### config.mk
export PLATFORM = sky130hd
export DESIGN_NAME = fifo_sync_param
export DESIGN_NICKNAME = d
export VERILOG_FILES = /design/src/rtl/fifo_sync_param.sv
export SDC_FILE = /design/constraint.sdc
export NUM_CORES = 1
export LEC_CHECK = 0
export ABC_AREA = 1
export CORE_MARGIN = 2
export CORE_UTILIZATION = 54
export CTS_BUF_LIST = sky130_fd_sc_hd__clkbuf_4
export DETAILED_ROUTE_END_ITERATION = 8
export PLACE_DENSITY_LB_ADDON = 0.15
export SLEW_MARGIN = 0
export SYNTH_ARGS = -nofsm -noshare
export SYNTH_HDL_FRONTEND = slang
export SYNTH_SLANG_ARGS = --single-unit
### constraint.sdc
create_clock -name clk -period 2.19 [get_ports clk]
set_input_delay 0.3285 -clock clk [delete_from_list [all_inputs] [get_ports clk]]
set_output_delay 0.3285 -clock clk [all_outputs]
set_load 0.005 [all_outputs]
### src/rtl/fifo_sync_param.sv
// fifo_sync_param: parametrised single-clock FIFO with fill count, almost flags,
// read-valid strobe, synchronous flush and optional sticky error capture.
// Optional feature macro: FIFO_SYNC_PARAM_ERR_EN (enables overflow/underflow capture).
module fifo_sync_param #(
    parameter int unsigned DATA_WIDTH = 10,
    parameter int unsigned DEPTH      = 8,
    parameter int unsigned AF_TH      = 6,
    parameter int unsigned AE_TH      = 2
) (
    input  logic                      clk,
    input  logic                      reset,
    input  logic                      clr,
    input  logic [DATA_WIDTH-1:0]     data_in,
    input  logic                      wr_en,
    input  logic                      rd_en,
    output logic [DATA_WIDTH-1:0]     data_out,
    output logic                      valid_out,
    output logic [$clog2(DEPTH):0]    count,
    output logic                      empty,
    output logic                      full,
    output logic                      almost_empty,
    output logic                      almost_full,
    output logic                      overflow_err,
    output logic                      underflow_err
);

    localparam int unsigned AW = $clog2(DEPTH);
    localparam int unsigned CW = AW + 1;

    logic [DATA_WIDTH-1:0] mem [DEPTH];

    logic [AW-1:0]         wr_ptr_q, wr_ptr_d;
    logic [AW-1:0]         rd_ptr_q, rd_ptr_d;
    logic [CW-1:0]         count_q, count_d;
    logic [DATA_WIDTH-1:0] dout_q, dout_d;
    logic                  valid_q, valid_d;
    logic                  empty_q, empty_d;
    logic                  full_q, full_d;
    logic                  ae_q, ae_d;
    logic                  af_q, af_d;
    logic                  push, pop;

    // Accept decisions are made on pre-edge flags; flush suppresses both.
    assign push = wr_en & ~full_q & ~clr;
    assign pop  = rd_en & ~empty_q & ~clr;

    // Next-state for pointers, occupancy, read data and flags.
    always_comb begin
        wr_ptr_d = wr_ptr_q;
        rd_ptr_d = rd_ptr_q;
        count_d  = count_q;
        dout_d   = dout_q;
        valid_d  = 1'b0;
        if (clr) begin
            wr_ptr_d = '0;
            rd_ptr_d = '0;
            count_d  = '0;
        end else begin
            if (push) begin
                wr_ptr_d = wr_ptr_q + AW'(1);
            end
            if (pop) begin
                rd_ptr_d = rd_ptr_q + AW'(1);
                dout_d   = mem[rd_ptr_q];
                valid_d  = 1'b1;
            end
            case ({push, pop})
                2'b10:   count_d = count_q + CW'(1);
                2'b01:   count_d = count_q - CW'(1);
                default: count_d = count_q;
            endcase
        end
        empty_d = (count_d == '0);
        full_d  = (count_d == CW'(DEPTH));
        ae_d    = (count_d <= CW'(AE_TH));
        af_d    = (count_d >= CW'(AF_TH));
    end

    // Control state register.
    always_ff @(posedge clk or posedge reset) begin
        if (reset) begin
            wr_ptr_q <= '0;
            rd_ptr_q <= '0;
            count_q  <= '0;
            dout_q   <= '0;
            valid_q  <= 1'b0;
            empty_q  <= 1'b1;
            full_q   <= 1'b0;
            ae_q     <= 1'b1;
            af_q     <= 1'b0;
        end else begin
            wr_ptr_q <= wr_ptr_d;
            rd_ptr_q <= rd_ptr_d;
            count_q  <= count_d;
            dout_q   <= dout_d;
            valid_q  <= valid_d;
            empty_q  <= empty_d;
            full_q   <= full_d;
            ae_q     <= ae_d;
            af_q     <= af_d;
        end
    end

    // Storage array, intentionally not reset.
    always_ff @(posedge clk) begin
        if (push) begin
            mem[wr_ptr_q] <= data_in;
        end
    end

`ifdef FIFO_SYNC_PARAM_ERR_EN
    logic ovf_q, ovf_d;
    logic unf_q, unf_d;

    // Sticky error capture; cleared only by reset.
    always_comb begin
        ovf_d = ovf_q | (wr_en & full_q & ~clr);
        unf_d = unf_q | (rd_en & empty_q & ~clr);
    end

    // Error flag register.
    always_ff @(posedge clk or posedge reset) begin
        if (reset) begin
            ovf_q <= 1'b0;
            unf_q <= 1'b0;
        end else begin
            ovf_q <= ovf_d;
            unf_q <= unf_d;
        end
    end

    assign overflow_err  = ovf_q;
    assign underflow_err = unf_q;
`else
    assign overflow_err  = 1'b0;
    assign underflow_err = 1'b0;
`endif

    assign data_out     = dout_q;
    assign valid_out    = valid_q;
    assign count        = count_q;
    assign empty        = empty_q;
    assign full         = full_q;
    assign almost_empty = ae_q;
    assign almost_full  = af_q;

endmodule

; After elaboration in Yosys (flattened, before gate mapping)
; Memories as Yosys holds them, arrays and structs flattened. A register that Yosys moved wholly into a read port is not among the register bits.
; Cells that the tools add are included.
[word_totals]
ramBits = 80
elab_cells = 39
output_inout_bits = 21
regBits = 15
n_memories = 1
[op_classes]
n_lt_le_gt_ge = 2
reduce_logical = 4
n_bitwise = 7
n_mux = 10
n_addsub = 4
n_eq_ne = 3
[mem_list]
columns = name, depth, word_bits, rd, rd_ports_with_merged_regs, wr, line_no
row1 = mem, 8, 10, 1, 1, 1, 30  ; logic [DATA_WIDTH-1:0] mem [DEPTH];
[op_table]
columns = cell, count
row1 = two-way mux 3 bit, 4
row2 = case mux 4 bit (2 select lines), 1
row3 = "adder 3 x 1 -> 3 bit, second input constant", 2
row4 = "adder 4 x 1 -> 4 bit, second input constant", 1
row5 = AND 1 bit, 4
row6 = "equality test 4 bit, second input constant", 1
row7 = ">= comparator 4 x 3 -> 1 bit, second input constant", 1
row8 = "less-or-equal comparator 4 x 2 -> 1 bit, second input constant", 1
row9 = zero test 4 bit, 1
row10 = two-way mux 1 bit, 4
row11 = two-way mux 4 bit, 1
row12 = nonzero test 2 bit, 2
row13 = "subtractor 4 x 1 -> 4 bit, second input constant", 1
row14 = NOT 1 bit, 3
row15 = "equality test 2 x 1 -> 1 bit, second input constant", 1
row16 = "equality test 2 bit, second input constant", 1
row17 = AND reduction 2 bit, 1

; Longest topological paths before layout
; Gate-level depths: netlist of run 1.
[logic_depth]
word_depth = 7
depth_mapped = 16

; Worst setup path before layout of run 1
; OpenSTA, ideal clock, no wires.
[synth_timing]
path_type = register -> register
from = reg full_q (netlist: full)
to = reg full_q (netlist: full)
arrival_ns = 1.984
synth_period_minus_slack_ns = 2.100
stages_incl_launch_ff = 15
setup_slack_ns = 0.090
path_cell_list = dfrtp_1 inv_1 nand2_1 nor2_1 inv_1 ha_1 nor2_1 nor2_4 ha_1 a21oi_1 a21oi_2 o21ai_2 nand3_4 nand2_1 nor2_1
[synth_between]
elab_chain_len = 7
elab_cells_between_ends = 8
classes_between = eq/ne: 3 / mux: 2 / bitwise: 3
[synth_lines]
columns = item, line_no
row1 = from (decl), 38  ; logic full_q, full_d;
row2 = from (signal assigned), 98  ; full_q <= full_d;
row3 = NOT 1 bit (*), 44  ; assign push = wr_en & ~full_q & ~clr;
row4 = AND 1 bit (*) (2 in a row), 44
row5 = equality test 2 x 1 -> 1 bit / equality test 2 bit (equally long branches), 67  ; case ({push, pop})
row6 = case mux 4 bit (2 select lines) (*), 67
row7 = two-way mux 4 bit (*), 54  ; if (clr) begin
row8 = equality test 4 bit (*), 74  ; full_d = (count_d == CW'(DEPTH));
row9 = named net full_d, 38
; Mark *: on every way through the listed nets, which the timed path passes. The rest lies on a longest branch.
; A chain may end at the register's enable or synchronous reset.

; Final worst setup path of run 1
; Ends and elaborated chain as after synthesis.

==> flow_metrics.env, run 1 <==
export IMPL_status="complete, no violations"
export IMPL_cts_buffers=9
export IMPL_antenna_left=0
export IMPL_powerDensity_mw_per_mm2=919
export IMPL_syn2layout_area_growth_pct=18.4
export IMPL_setup_tns_final_ps=0
export IMPL_drt_total_wl_mm=8.97
export IMPL_post_route_min_period_ps=2040
export IMPL_first_pass_iters=5
export IMPL_crit_type="register to register"
export IMPL_fin_util=0.662
export IMPL_place_ws_ps=-377
export IMPL_num_rows=32
export IMPL_fin_skew_ps=14.4
export IMPL_yosysWarnings=0
export IMPL_max_vdd_ir_drop_mv=0.470
export IMPL_hp_class="input pin to async pin"
export IMPL_crit_path_start_kind="register"
export IMPL_portBuffers=33
export IMPL_die_w_um=93.7
export IMPL_drive_gt1_frac=0.181
export IMPL_insertedDiodeCount=0
export IMPL_min_period_over_period=0.931
export IMPL_ys_seq_elements=105
export IMPL_antenna_found_initial=0
export IMPL_dieArea_sq_mm=0.00878
export IMPL_drtIter0Drc=216
export IMPL_crit_arrival_ps=2360
export IMPL_viasPerCell=5.36
export IMPL_required_ps=2520
export IMPL_nNetsFinal=447
export IMPL_synth_top_area_frac=0.553
export IMPL_grt_max_degree=43
export IMPL_clock_sinks=105
export IMPL_final_cell_mix="80 x edfxtp_1, 72 x nor2_1, 37 x nand2_1, 34 x o21ai_0, 33 x clkdlybuf4s50_1"
export IMPL_max_clock_freq_ghz=0.491
export IMPL_grt_first_pass_wirelength_mm=14.4
export IMPL_synth_top_area_cell="edfxtp_1"
export IMPL_ys_seq_area_frac=0.698
export IMPL_setup_viol=0
export IMPL_layout_commonest_cell="edfxtp_1"
export IMPL_worst_pin_slew_ps=720
export IMPL_worst_slack_ps=152
export IMPL_synth_cell_types=30
export IMPL_maxSlewHeadroom=0.520
export IMPL_cts_tree="yes"
export IMPL_clk_path_buf_depth=2
export IMPL_start_util=0.559
export IMPL_clkTransAtPathRegs_ps=160
export IMPL_synthCells=368
export IMPL_drv_cap=0
export IMPL_gp_congestion=0.774
export IMPL_maxSlewViolCount=0
export IMPL_synth_area_sq_mm=0.00434
export IMPL_dp_hpwl_mm=5.84
export IMPL_grt_overflow=0
export IMPL_power_leakage_nw=1.97
export IMPL_crit_path_max_fanout=5
export IMPL_finalHoldViolations=0
export IMPL_grt_pass1_vias=2751
export IMPL_track_usage=0.219
export IMPL_clk_latency_ps=420
export IMPL_synthTopCellsByArea="edfxtp_1 55%, dfrtp_1 13%, nor2_1 6.6%"
export IMPL_ios=36
export IMPL_fillers=601
export IMPL_routedWlPerCell_um=16.8
export IMPL_cts_root_buf="clkbuf_4"
export IMPL_drc_errors=0
export IMPL_die_h_um=93.7
export IMPL_syn_avg_cell_area_sq_um=11.8
export IMPL_end_kind="register"
export IMPL_num_vias=2864
export IMPL_h_tree_depth=3
export IMPL_core_sq_mm=0.00777
[path summary, 6_finish.rpt]
kind	from	endpoint	slack, ps	cells past startpoint
max reg2reg	full$_DFF_PP0_	full$_DFF_PP0_	150	15
min reg2reg	data_out[5]$_DFFE_PP0P_	data_out[5]$_DFFE_PP0P_	500	2
min in group clk	data_out[5]$_DFFE_PP0P_	data_out[5]$_DFFE_PP0P_	500	2
max	full$_DFF_PP0_	full$_DFF_PP0_	150	15
min	reset	valid_out$_DFF_PP0_	220	3
max in group asynchronous	reset	empty$_DFF_PP1_	1660	3
[Yosys cell counts]
cell	count
a21oi_1	3
a21oi_2	1
buf_2	9
buf_4	4
buf_6	2
clkbuf_1	4
conb_1	1
dfrtp_1	23
dfstp_2	2
edfxtp_1	80
ha_1	5
inv_1	17
inv_2	4
nand2_1	40
nand2_2	2
nand2_4	1
nand3_1	5
nand3_2	2
nand3_4	1
nor2_1	76
nor2_2	2
nor2_4	1
nor3_1	2
nor3_2	1
o211ai_1	20
o21ai_0	34
o21ai_1	22
o21ai_2	2
xnor2_1	1
xor2_1	1
[per-layer routing]
layer  GRT usage  vias up  wire, um
met2       0.343       63      4310
met3      0.0369        5       388
met4      0.0676        0        40
met1       0.318     1409      4230
li1            -     1387         -
met5           0        -         0
[sequential cells by signal (all words and copies together) (netlist names)]
name and count:
data_out 10, mem 80, almost_empty 1, valid_out 1
wr_ptr_q 3, empty 1, full 1, almost_full 1
rd_ptr_q 3, count 4
[stage by stage]
step	instance area (sq um)	hold slack (ps)	instances	power [W]
6_report	5140	225	534	0.00473
5_1_grt	5140	254	534	0.00499
4_1_cts	5100	211	533	0.00473
3_5_place_dp	4940	466	517	0.00374
3_3_place_gp	4940	465	517	0.00371
2_1_floorplan	4350	354	369	0.00318
[cell families (layout without fill, tap and decap cells)]
logic type	count (synthesis)	after routing	share of synthesized area
simple gates	133	133	0.130
flops	105	105	0.698
compound gates	82	82	0.109
buf+inv	40	103	0.0441
fa+ha+maj	5	5	0.0144
xor+xnor	2	2	0.00403
other cells	1	2	0.000863
[layout make-up]
class / count / area, sq um / share of cell area
clock buffer: 11 / 82.6 / 0.0161
timing repair buffer: 66 / 591 / 0.115
clock inverter: 5 / 63.8 / 0.0124
multi-input combinational: 224 / 1170 / 0.227
sequential: 105 / 3030 / 0.589
inverter: 21 / 78.8 / 0.0153
tap: 102 / 128 / 0.0248
[critical path: stages, from the launching register on]
cell and delay, ps:
dfrtp_1 410, inv_1 90, nand2_2 70, nor2_2 150, inv_2 70, ha_4 180
nand2_1 70, inv_2 50, nor2_4 80, ha_1 170, a21oi_2 50, buf_4 150
o21ai_2 160, nand3_4 110, nand2_2 100, nor2_1 40
[timing repair]
item,CTS,global route
hold buffers,0,0
gates resized for setup,2,11
setup buffers,0,1
endpoints found under the setup margin,3,5
pin swaps,0,4
[report_power, final]
group          leakage (nW)  internal (W)  switching, W
clock network        0.0777      0.000384      0.000606
logic                 0.846      0.000611      0.000683
registers              1.04       0.00234      0.000107
total                  1.97       0.00333       0.00140
No activity file was read; power rests on OpenSTA's default activity.
==> run 2: changes to the inputs <==
--- a/config.mk
+++ b/config.mk
@@ -7,10 +7,11 @@
 export LEC_CHECK = 0
 export ABC_AREA = 1
 export CORE_MARGIN = 2
-export CORE_UTILIZATION = 54
+export CORE_UTILIZATION = 56
 export CTS_BUF_LIST = sky130_fd_sc_hd__clkbuf_4
 export DETAILED_ROUTE_END_ITERATION = 8
-export PLACE_DENSITY_LB_ADDON = 0.15
+export DONT_BUFFER_PORTS = 1
+export PLACE_DENSITY_LB_ADDON = 0.08
 export SLEW_MARGIN = 0
 export SYNTH_ARGS = -nofsm -noshare
 export SYNTH_HDL_FRONTEND = slang
==> run 2 against run 1 <==
Net effect:
- clock-buffer cell count decreased by 2
- critical path depth increased by 2
- core utilization decreased by 2.5 points
- hold slack worse by 170 ps
- routed wire length decreased by 8.2%
- non-clock buffer count shrank 29
- maximum frequency grew 0.11%
- clock power shrank 9.4%
- sequential power up 2%
- worst setup slack better by 2.3 ps
- global-route usage shrank 1.5 points
- first-iteration DRC count shrank 15%
- largest cell class unchanged
- largest power group unchanged
==> flow_metrics.env, run 2 (synthesis gave the netlist of run 1 again) <==
export IMPL_multi_input_area_sq_mm=0.00117
export IMPL_drc_errors=0
export IMPL_max_clock_freq_ghz=0.491
export IMPL_max_vdd_ir_drop_mv=0.511
export IMPL_crit_arrival_ps=2390
export IMPL_clkTransAtPathRegs_ps=160
export IMPL_dp_hpwl_mm=5.41
export IMPL_post_route_min_period_ps=2040
export IMPL_viasPerCell=5.35
export IMPL_start_util=0.571
export IMPL_h_tree_depth=3
export IMPL_regMostFlops="mem"
export IMPL_end_kind="register"
export IMPL_clk_path_buf_depth=2
export IMPL_gp_congestion=0.754
export IMPL_grt_max_degree=26
export IMPL_maxSlewViolCount=0
export IMPL_maxSlewHeadroom=0.535
export IMPL_stdcell_count=504
export IMPL_cp_top_family="simple AND/OR/NAND/NOR gates"
export IMPL_hp_class="input pin to register"
export IMPL_track_usage=0.204
export IMPL_fin_skew_ps=19.8
export IMPL_largest_register_ffs=80
export IMPL_required_ps=2540
export IMPL_worst_slack_ps=154
export IMPL_crit_path_start_kind="register"
export IMPL_antenna_found_initial=0
export IMPL_dp_cells=474
export IMPL_cts_buffers=9
export IMPL_die_h_um=92.1
export IMPL_path_cells="inv_2 -> nand2_4 -> nor2_4 -> inv_1 -> ha_2 -> buf_4 -> nand2_1 -> inv_2 -> nor2_4 -> ha_4 -> nor2_2 -> nor3_2 -> inv_2 -> nand2_1 -> inv_1 -> nand2_2 -> nor2_1"
export IMPL_portBuffers=0
export IMPL_slowest_stage="dfrtp_1"
export IMPL_critPathMaxStageDelay_ps=440
export IMPL_cts_tree="yes"
export IMPL_cts_root_buf="clkbuf_4"
export IMPL_final_cell_mix="80 x edfxtp_1, 72 x nor2_1, 37 x nand2_1, 34 x o21ai_0, 25 x buf_4"
export IMPL_seq_area_sq_mm=0.00303
export IMPL_num_vias=2698
export IMPL_powerDensity_mw_per_mm2=892
export IMPL_drt_total_wl_mm=8.23
export IMPL_cp_num_buf_inv=6
export IMPL_clk_latency_ps=430
export IMPL_ios=36
export IMPL_die_w_um=92.1
export IMPL_setup_tns_final_ps=0
export IMPL_crit_path_max_fanout=4
export IMPL_crit_path_frequent_cell="inv_2"
export IMPL_routedWlPerCell_um=16.3
export IMPL_nNetsFinal=418
export IMPL_core_sq_mm=0.00761
export IMPL_syn2layout_area_growth_pct=11.6
export IMPL_finalHoldViolations=0
export IMPL_power_leakage_nw=1.84
export IMPL_grt_pass1_vias=2521
export IMPL_rsz0062_at_grt="no"
export IMPL_layout_commonest_cell="edfxtp_1"
export IMPL_antenna_left=0
export IMPL_fillers=589
export IMPL_min_period_over_period=0.930
export IMPL_insertedDiodeCount=0
export IMPL_place_ws_ps=28.7
export IMPL_drive_gt1_frac=0.174
export IMPL_status="complete, no violations"
export IMPL_clock_sinks=105
export IMPL_grt_first_pass_wirelength_mm=12.8
export IMPL_drv_cap=0
export IMPL_crit_type="register to register"
export IMPL_drtIter0Drc=183
export IMPL_num_rows=32
export IMPL_first_pass_iters=4
export IMPL_grt_overflow=0
export IMPL_setup_viol=0
export IMPL_worst_pin_slew_ps=696
export IMPL_dieArea_sq_mm=0.00848
## run 2: changes by cell type in the layout (fill, tap and decap cells not counted), sizes merged
cell	before	now
clkdlybuf4s50	33	0
dlygate4sd3	0	12
buf	33	25
bufinv	1	0
clkinv	2	3
clkbuf	11	9
inv	22	24
clkinvlp	1	0
## run 2: path summary, 6_finish.rpt
kind / start / endpoint / slack [ps] / cells after the start
setup / recovery: full$_DFF_PP0_ / full$_DFF_PP0_ / 150 / 17
hold reg to reg: data_out[0]$_DFFE_PP0P_ / data_out[0]$_DFFE_PP0P_ / 530 / 2
max in group asynchronous: reset / empty$_DFF_PP1_ / 1380 / 3
min in group asynchronous: reset / data_out[1]$_DFFE_PP0P_ / 240 / 2
setup reg to reg: full$_DFF_PP0_ / full$_DFF_PP0_ / 150 / 17
hold / removal: wr_en / wr_ptr_q[2]$_DFFE_PP0P_ / 50 / 2
## run 2: layout make-up
cell class	count	area share
Clock buffer	9	0.0139
Clock inverter	6	0.0129
Inverter	21	0.0163
Multi-Input combinational cell	224	0.242
Sequential cell	105	0.625
Tap cell	102	0.0263
Timing Repair Buffer	37	0.0635
## run 2: power breakdown
part / switching [W] / total [W] / internal [W]
Clock: 0.000637 / 0.000896 / 0.000258
Combinational: 0.000591 / 0.000942 / 0.000351
Sequential: 0.000150 / 0.00249 / 0.00234
Total: 0.00138 / 0.00432 / 0.00295
## run 2: per-stage QoR
step | hold WS [ps] | total power (W) | util | instance area [sq um]
after floorplan | 354 | 0.00318 | - | 4350
after global placement | 147 | 0.00337 | 0.595 | 4530
after detailed placement | 158 | 0.00340 | 0.595 | 4530
after CTS | 27.9 | 0.00430 | 0.628 | 4780
after global routing | 34.4 | 0.00456 | 0.637 | 4850
final | 50.1 | 0.00432 | 0.637 | 4850
## run 2: layer usage
metal | global-route usage | vias up | share of wire | wire, um
met1 | 0.261 | 1289 | 0.42 | 3470
met4 | 0.0647 | 0 | 0.0046 | 38
met2 | 0.342 | 72 | 0.51 | 4230
li1 | - | 1332 | - | -
met3 | 0.0559 | 5 | 0.060 | 491
met5 | 0 | - | 0 | 0
## run 2: repair_timing
action,in CTS,in global routing
gates resized for setup,0,14
buffers inserted,0,3
hold endpoints to repair,95,0
hold buffers,12,0
setup endpoints to repair,0,16
==> run 3: changes to the inputs <==
--- a/config.mk
+++ b/config.mk
@@ -12,6 +12,7 @@
 export DETAILED_ROUTE_END_ITERATION = 8
 export DONT_BUFFER_PORTS = 1
 export PLACE_DENSITY_LB_ADDON = 0.08
+export REMOVE_ABC_BUFFERS = 1
 export SLEW_MARGIN = 0
 export SYNTH_ARGS = -nofsm -noshare
 export SYNTH_HDL_FRONTEND = slang
==> constraint.sdc (replaced) <==
create_clock -name clk -period 2.6 [get_ports clk]
set_input_delay 0.39 -clock clk [delete_from_list [all_inputs] [get_ports clk]]
set_output_delay 0.39 -clock clk [all_outputs]
set_load 0.005 [all_outputs]
==> run 3 against run 2 <==
Net effect:
- core utilization is 2.0 points lower
- non-clock buffer count is 15 lower
- clock skew is 4.3 ps lower
- combinational power is 26% lower
- clock power is 7.9% lower
- first-iteration DRC count is 42% lower
- flip-flop and latch count stayed put
- worst setup slack better by 160 ps
- routed wire length is 3.1% higher
- sequential power is 16% lower
==> flow_metrics.env, run 3 (synthesis gave the netlist of run 1 again) <==
export IMPL_status="complete, no violations"
export IMPL_grt_first_pass_wirelength_mm=13.5
export IMPL_fin_skew_ps=15.6
export IMPL_grt_overflow=0
export IMPL_end_kind="register"
export IMPL_hold_end="mem[6][6]$_DFFE_PP_"
export IMPL_r2r_start="full$_DFF_PP0_"
export IMPL_hold_path_depth=0
export IMPL_grt_max_degree=41
export IMPL_post_cts_repair_setup_buffers=0
export IMPL_powerDensity_mw_per_mm2=773
export IMPL_largest_register_ffs=80
export IMPL_drt_total_wl_mm=8.49
export IMPL_design_area_sq_mm=0.00469
export IMPL_fillers=615
export IMPL_min_period_over_period=0.880
export IMPL_dp_cells=466
export IMPL_hp_class="input pin to register"
export IMPL_drtIter0Drc=107
export IMPL_post_route_min_period_ps=2290
export IMPL_multi_input_area_sq_mm=0.00113
export IMPL_insertedDiodeCount=0
export IMPL_num_vias=2684
export IMPL_crit_path_start_kind="register"
export IMPL_regMostFlops="mem"
export IMPL_antenna_found_initial=0
export IMPL_finalHoldViolations=0
export IMPL_max_clock_freq_ghz=0.437
export IMPL_cts_buffers=9
export IMPL_num_rows=32
export IMPL_dp_hpwl_mm=5.25
export IMPL_clk_latency_ps=440
export IMPL_nNetsFinal=403
export IMPL_maxSlewHeadroom=0.484
export IMPL_ios=36
export IMPL_syn2layout_area_growth_pct=8.04
export IMPL_h_tree_depth=3
export IMPL_clkTransAtPathRegs_ps=150
export IMPL_rsz0062_at_grt="no"
export IMPL_crit_path_max_fanout=5
export IMPL_seq_area_sq_mm=0.00303
export IMPL_stdcell_count=490
export IMPL_first_pass_iters=4
export IMPL_start_util=0.571
export IMPL_clk_path_buf_depth=2
export IMPL_final_cell_mix="80 x edfxtp_1, 76 x nor2_1, 40 x nand2_1, 34 x o21ai_0, 23 x dfrtp_1"
export IMPL_routedWlPerCell_um=17.3
export IMPL_track_usage=0.215
export IMPL_core_sq_mm=0.00761
export IMPL_clock_sinks=105
export IMPL_gp_congestion=0.874
export IMPL_crit_arrival_ps=2630
export IMPL_drive_gt1_frac=0.126
export IMPL_layout_commonest_cell="edfxtp_1"
export IMPL_die_h_um=92.1
export IMPL_dpl_cell_area_sq_mm=0.00447
export IMPL_dieArea_sq_mm=0.00848
export IMPL_grt_pass1_vias=2566
export IMPL_max_vdd_ir_drop_mv=0.399
export IMPL_worst_pin_slew_ps=774
export IMPL_portBuffers=0
export IMPL_die_w_um=92.1
export IMPL_viasPerCell=5.48
export IMPL_reg2regPathDepth=15
export IMPL_cts_root_buf="clkbuf_4"
export IMPL_cts_tree="yes"
export IMPL_crit_type="register to register"
export IMPL_setup_viol=0
export IMPL_required_ps=2940
export IMPL_maxSlewViolCount=0
export IMPL_antenna_left=0
export IMPL_power_leakage_nw=1.77
export IMPL_setup_tns_final_ps=0
export IMPL_min_from="data_in[6]"
export IMPL_r2r_end="full$_DFF_PP0_"
export IMPL_drc_errors=0
export IMPL_r2r_slack_ps=310
export IMPL_drv_cap=0
-- run 3: worst max-delay path by stage --
stage / start / endpoint / slack, ps / cells after the start
floorplan: full$_DFF_PP0_ / full$_DFF_PP0_ / 500 / 14
global placement: empty$_DFF_PP1_ / full$_DFF_PP0_ / 350 / 13
detailed placement: full$_DFF_PP0_ / full$_DFF_PP0_ / 300 / 14
CTS: full$_DFF_PP0_ / full$_DFF_PP0_ / 270 / 14
global route: full$_DFF_PP0_ / full$_DFF_PP0_ / 50 / 15
finish: full$_DFF_PP0_ / full$_DFF_PP0_ / 310 / 15
-- run 3: power breakdown --
group / internal [W] / switching (W)
sequential: 0.00197 / 0.000132
combinational: 0.000244 / 0.000456
clock: 0.000308 / 0.000517
-- run 3: through the flow --
step	util	setup slack (ps)	hold WS (ps)	total power, W
2_1_floorplan	-	500	416	0.00262
3_3_place_gp	0.587	350	370	0.00281
3_5_place_dp	0.587	299	374	0.00283
4_1_cts	0.608	270	9.44	0.00364
5_1_grt	0.617	51.0	0.0955	0.00384
6_report	0.617	313	34.2	0.00363
-- run 3: final cells by class --
class	instances	share of cell area
Clock buffer	10	0.0160
Clock inverter	6	0.0141
Inverter	21	0.0168
Multi-Input combinational cell	224	0.241
Sequential cell	105	0.646
Tap cell	102	0.0272
Timing Repair Buffer	22	0.0395
-- run 3: what timing repair did --
action	4_1_cts	5_1_grt
gates resized for setup	0	1
hold buffers	2	6
endpoints found under the setup margin	0	1
endpoints found under the hold margin	24	32
-- run 3: metal layers --
| layer | vias up | share of wire | track usage |
|---|---|---|---|
| li1 | 1305 | - | - |
| met5 | - | 0 | 0 |
| met2 | 60 | 0.49 | 0.352 |
| met4 | 0 | 0.021 | 0.0821 |
| met1 | 1307 | 0.44 | 0.285 |
| met3 | 12 | 0.048 | 0.0452 |
-- run 3: critical path, cell delays in order (launching register included) --
cell and delay [ps]:
dfrtp_1 420, inv_1 70, nand2_1 60, nor2_1 190, inv_1 90, ha_1 250
nor2_1 200, nor2_4 60, ha_1 260, nor2_1 50, nor3_2 200, inv_2 60
nand2_1 60, inv_1 40, nand2_1 100, nor2_1 70
